[src/rtl/rom_pkg.sv]
// Shared ROM/RAM client definitions: default geometry and the grant-index encoding.
package rom_pkg;

  localparam int ROM_AW = 10;
  localparam int ROM_DW = 32;

  typedef enum logic {
    GNT_M0 = 1'b0,
    GNT_M1 = 1'b1
  } gnt_idx_e;

endpackage

[src/rtl/rr_arb2.sv]
// Two-way round-robin picker, purely combinational; a lone requester always wins,
// and on a tie the requester that was not granted last wins.
module rr_arb2
  import rom_pkg::*;
(
  input  logic [1:0] req,
  input  gnt_idx_e   last_grant,
  output logic [1:0] gnt
);

  always_comb begin
    gnt = req;
    if (req == 2'b11) begin
      gnt = (last_grant == GNT_M0) ? 2'b10 : 2'b01;
    end
  end

endmodule

[src/rtl/rom_rd_arbiter.sv]
// Round-robin share of one combinational ROM port between fetch (m0) and load (m1); 1-cycle read latency.
// A master whose response buffer is full and not being drained is never granted, which stalls only that master.
module rom_rd_arbiter
  import rom_pkg::*;
#(
  parameter int AW = ROM_AW,
  parameter int DW = ROM_DW
) (
  input  logic          clk,
  input  logic          rst_n,
  input  logic          m0_req_valid,
  output logic          m0_req_ready,
  input  logic [AW-1:0] m0_req_addr,
  output logic          m0_rsp_valid,
  input  logic          m0_rsp_ready,
  output logic [DW-1:0] m0_rsp_data,
  input  logic          m1_req_valid,
  output logic          m1_req_ready,
  input  logic [AW-1:0] m1_req_addr,
  output logic          m1_rsp_valid,
  input  logic          m1_rsp_ready,
  output logic [DW-1:0] m1_rsp_data,
  output logic [AW-1:0] rom_raddr,
  input  logic [DW-1:0] rom_rdata
);

  logic       m0_elig;
  logic       m1_elig;
  logic [1:0] req;
  logic [1:0] gnt;
  gnt_idx_e   last_grant;

  // A full buffer may still accept when it is being drained in the same cycle.
  assign m0_elig = !m0_rsp_valid || m0_rsp_ready;
  assign m1_elig = !m1_rsp_valid || m1_rsp_ready;
  assign req     = {m1_req_valid && m1_elig, m0_req_valid && m0_elig};

  rr_arb2 u_rr_arb2 (
    .req        (req),
    .last_grant (last_grant),
    .gnt        (gnt)
  );

  assign m0_req_ready = gnt[0];
  assign m1_req_ready = gnt[1];
  assign rom_raddr    = gnt[1] ? m1_req_addr : m0_req_addr;

  always_ff @(posedge clk or negedge rst_n) begin
    if (!rst_n) begin
      m0_rsp_valid <= 1'b0;
      m0_rsp_data  <= '0;
      m1_rsp_valid <= 1'b0;
      m1_rsp_data  <= '0;
      last_grant   <= GNT_M1;
    end else begin
      if (gnt[0]) begin
        m0_rsp_valid <= 1'b1;
        m0_rsp_data  <= rom_rdata;
      end else if (m0_rsp_ready) begin
        m0_rsp_valid <= 1'b0;
      end

      if (gnt[1]) begin
        m1_rsp_valid <= 1'b1;
        m1_rsp_data  <= rom_rdata;
      end else if (m1_rsp_ready) begin
        m1_rsp_valid <= 1'b0;
      end

      if (gnt[0]) begin
        last_grant <= GNT_M0;
      end else if (gnt[1]) begin
        last_grant <= GNT_M1;
      end
    end
  end

endmodule
[config.mk]
export PLATFORM = sky130hd
export DESIGN_NAME = rom_rd_arbiter
export DESIGN_NICKNAME = d
export VERILOG_FILES = /design/src/rtl/rom_pkg.sv /design/src/rtl/rr_arb2.sv /design/src/rtl/rom_rd_arbiter.sv
export SDC_FILE = /design/constraint.sdc
export NUM_CORES = 1
export LEC_CHECK = 0
export CAP_MARGIN = 20
export CORE_MARGIN = 10
export CORE_UTILIZATION = 39
export CTS_BUF_LIST = sky130_fd_sc_hd__clkbuf_8
export DETAILED_ROUTE_END_ITERATION = 7
export GPL_ROUTABILITY_DRIVEN = 1
export MAX_ROUTING_LAYER = met4
export PLACE_DENSITY = 0.79
export SKIP_CTS_REPAIR_TIMING = 1
export SLEW_MARGIN = 5
export SYNTH_ARGS = -nofsm -noshare
export SYNTH_HDL_FRONTEND = slang
export SYNTH_HIERARCHICAL = 1
export SYNTH_SLANG_ARGS = --single-unit
[constraint.sdc]
create_clock -name clk -period 2.9 [get_ports clk]
set_clock_uncertainty 0.15 [all_clocks]
set_input_delay 0.87 -clock clk [delete_from_list [all_inputs] [get_ports clk]]
set_output_delay 0.87 -clock clk [all_outputs]
set_load 0.05 [all_outputs]
==> out/results.md <==
| Stage | Parameter | This run |
|---|---|---|
| run status | Run status | complete, but fails checks |
| run status | Violations in the final reports | negative setup slack |
| power and ir drop | Leakage component of the power | 2.16 nW |
| cells and area | Share of the core filled with cells | 65.3% |
| clock network | Number of sinks driven by the clock tree | 67 |
| power and ir drop | Largest vdd supply drop | 0.000416 V |
| power and ir drop | Areal power density over the cells | 908 mW/mm^2 |
| synth | Mean instance size in the synthesized netlist | 18.3 sq um |
| sta | Final WS setup | -243 ps |
| clock network | Clock root buffer | clkbuf_8 |
| sta | Tightest slew margin relative to the limit | 64.0% |
| critical path | Arrival time worst endpoint | 2120 ps |
| placed design | Buffers added on ports | 135 |
| route | Vias per std cell | 4.52 |
| critical path | Maximum cell stage delay along the critical path | 300 ps |
| grt | Initial antenna violation count | 0 |
| cells and area | Layout Nets | 370 |
| clock network | Clock H-tree levels | 3 |
| placed design | Post-DP HPWL | 5860 microns |
| critical path | Highest net fanout along the worst path | 4 |
| floorplanning | Initial standard-cell utilization of the core | 40.5% |
| cells and area | Number of standard cells in the layout, taps in and fillers out | 416 |
| critical path | List of cells traversed by the critical path | buf_6 > nand2b_4 > and2_4 > a21boi_4 > clkbuf_16 > mux2_4 > buf_8 |
| clock network | TritonCTS clock tree | built |
| clock network | Deepest clock path buffer count | 2 |
| route | DRC marker count from the first detailed-route iteration | 32 |
| clock network | Number of buffers inserted during clock tree synthesis | 9 |
| floorplanning | Core Rows | 31 |
| clock network | CTS clock-pin slew for the worst setup and hold paths | 70 ps |
| cells and area | Most frequent standard cell in the layout excluding fill and tap cells | clkdlybuf4s50_1 |
| grt | Total congestion overflow | 0 |
| grt | Global Route Usage Sum | 14.2% |
| synth | Register bit count reported by yosys | 67 |
| sta | Slew @ Worst Pin | 538 ps |
| min path | Type of the most critical hold path | flip-flop to flip-flop |
| sta | Shortest clock period the worst path allows after layout | 3140 ps |
| sta | Worst-case hold slack | 362 ps |
| run | Number of violations of the max-capacitance limit | 0 |
| cells and area | N_diodes | 0 |
| route | Total length of routed wires | 7880 microns |
| cells and area | Final Instance Area | 0.00476 sq mm |
| floorplanning | Core box area | 0.00729 sq mm |
| critical path | Class of the most critical setup path | primary input to output pin |
| route | Number of search-and-repair iterations in the first detailed-routing pass | 4 |
| critical path | Crit path max-delay cell type | mux2_4 |
| sta | Fmax | 318 MHz |
| sta | Endpoints failing hold | 0 |
| sta | Unrepaired setup endpoints after global routing | yes |
| grt | Maximum number of pins on one net before global-route repair | 25 |
| synth | Post-synthesis instance area | 0.00295 sq mm |
| placed design | Cells after DPL | 397 |
| critical path | Endpoint type of the worst setup path | output pin |
| floorplanning | Width of the die | 107 microns |
| sta | Final count of negative-setup-slack endpoints | 10 |
| sta | Number of max-slew violations in the final report | 0 |
| placed design | Placement Setup Slack | -572 ps |
| floorplanning | Die ar. | 0.0115 sq mm |
| placed design | Routability-driven placement congestion ratio | 0.687 |
| cells and area | Share of cells above drive strength 1 | 39.7% |
| cells and area | Commonest cells after routing, fill and taps aside | clkdlybuf4s50_1, mux2_4, dfrtp_1, clkbuf_8, buf_6 |
| cells and area | Number of inserted filler cells in the final layout | 571 |
| synth | Fraction of the yosys area taken by sequential cells | 56.8% |
| sta | Setup TNS | -2320 ps |
| floorplanning | Top-Level Pins | 136 |
| critical path | Startpoint types | primary input |
| route | Antenna Violating Nets Remaining | 0 |
| placed design | Placed Area | 0.00442 sq mm |
| floorplanning | Die H | 107 microns |
| clock network | Clock latency at the later pin of the worst-skew pair | 320 ps |
| cells and area | Post-synthesis to final-layout area growth | 61.1% |
| synth | Number of standard cells after synthesis | 161 |
| grt | Vias in the first global route | 2181 |
| power and ir drop | Total power draw | 4.32 mW |
| route | Overall via count from detail_route | 1882 |
| sta | Period utilization | 108% |
| route | Residual DRC | 0 |
| synth | Synthesis warning total | 6 |
| synth | Post-Synthesis Net Count | 219 |
| route | Routed wirelength normalized by instance count | 18.9 microns |
| synth | Unique cell type count in the Yosys netlist | 13 |
| grt | Wire length of the first global-routing pass | 12400 microns |
| critical path | WP data required | 1880 ps |
==> cell type report <==
cell class	count	area, sq um	share of cell area (%)
Clock inverter	5	85.1	1.79
Timing Repair Buffer	149	1530	32.2
Tap cell	99	124	2.60
Inverter	1	3.75	0.0789
Sequential cell	67	1680	35.3
Clock buffer	11	151	3.18
Multi-Input combinational cell	84	1190	24.9
==> sequential cells by signal, indices dropped and copies added, names as in the netlist <==
register and count:
last_grant 1, m0_rsp_data 32, m0_rsp_valid 1, m1_rsp_data 32
m1_rsp_valid 1
==> synth_stat cells, drive strengths merged <==
cell    number  area [sq um]
mux2        74          1080
dfrtp       66          1650
buf          9           131
nand2b       4          25.0
nor2         2          7.51
and2         2          12.5
dfstp        1          26.3
a21boi       2          15.0
inv          1          3.75
==> metal layers <==
metal  routed length [microns]  vias up  global-route usage, %
met2                      3890       78                   21.5
met4                        45        0                   4.35
met1                      3300      937                   16.6
met3                       648        5                   6.11
met5                         0        -                      -
li1                          -      862                      -
==> worst max-delay path: cells and delay by family <==
kind                   cells  cell delay (ps)
and+or+nand+nor            2              290
buffers and inverters      3              430
AOI/OAI and AO/OA          1              230
muxes                      1              300
==> power breakdown <==
| part | total, mW | switching (mW) | internal (mW) | leakage [nW] |
|---|---|---|---|---|
| Clock | 0.889 | 0.355 | 0.534 | 0.116 |
| Combinational | 2.12 | 1.23 | 0.883 | 1.26 |
| Sequential | 1.32 | 0.145 | 1.17 | 0.781 |
| Total | 4.32 | 1.73 | 2.59 | 2.16 |
==> path summary, 6_finish.rpt <==
check                                      startpoint                           to  slack, ps  cells after the start
max                                      m0_rsp_ready                 rom_raddr[5]       -240                      7
min                        m1_rsp_data[7]$_DFFE_PN0P_   m1_rsp_data[7]$_DFFE_PN0P_        360                      1
max reg2reg                  m1_rsp_valid$_DFFE_PN0P_   m1_rsp_data[0]$_DFFE_PN0P_        760                      7
min reg2reg                m1_rsp_data[7]$_DFFE_PN0P_   m1_rsp_data[7]$_DFFE_PN0P_        360                      1
max in group asynchronous                       rst_n       last_grant$_DFFE_PN1P_       1490                      2
min in group asynchronous                       rst_n  m0_rsp_data[24]$_DFFE_PN0P_        370                      1
==> cell families (layout without fill, tap and decap cells) <==
kind of cell	count (synthesis)	after routing	synth area share, %
compound gates	2	2	0.508
buf+inv	10	166	4.57
mux	74	74	36.6
flops	67	67	56.8
simple gates	8	8	1.52
No activity file was read; power rests on OpenSTA's default activity.
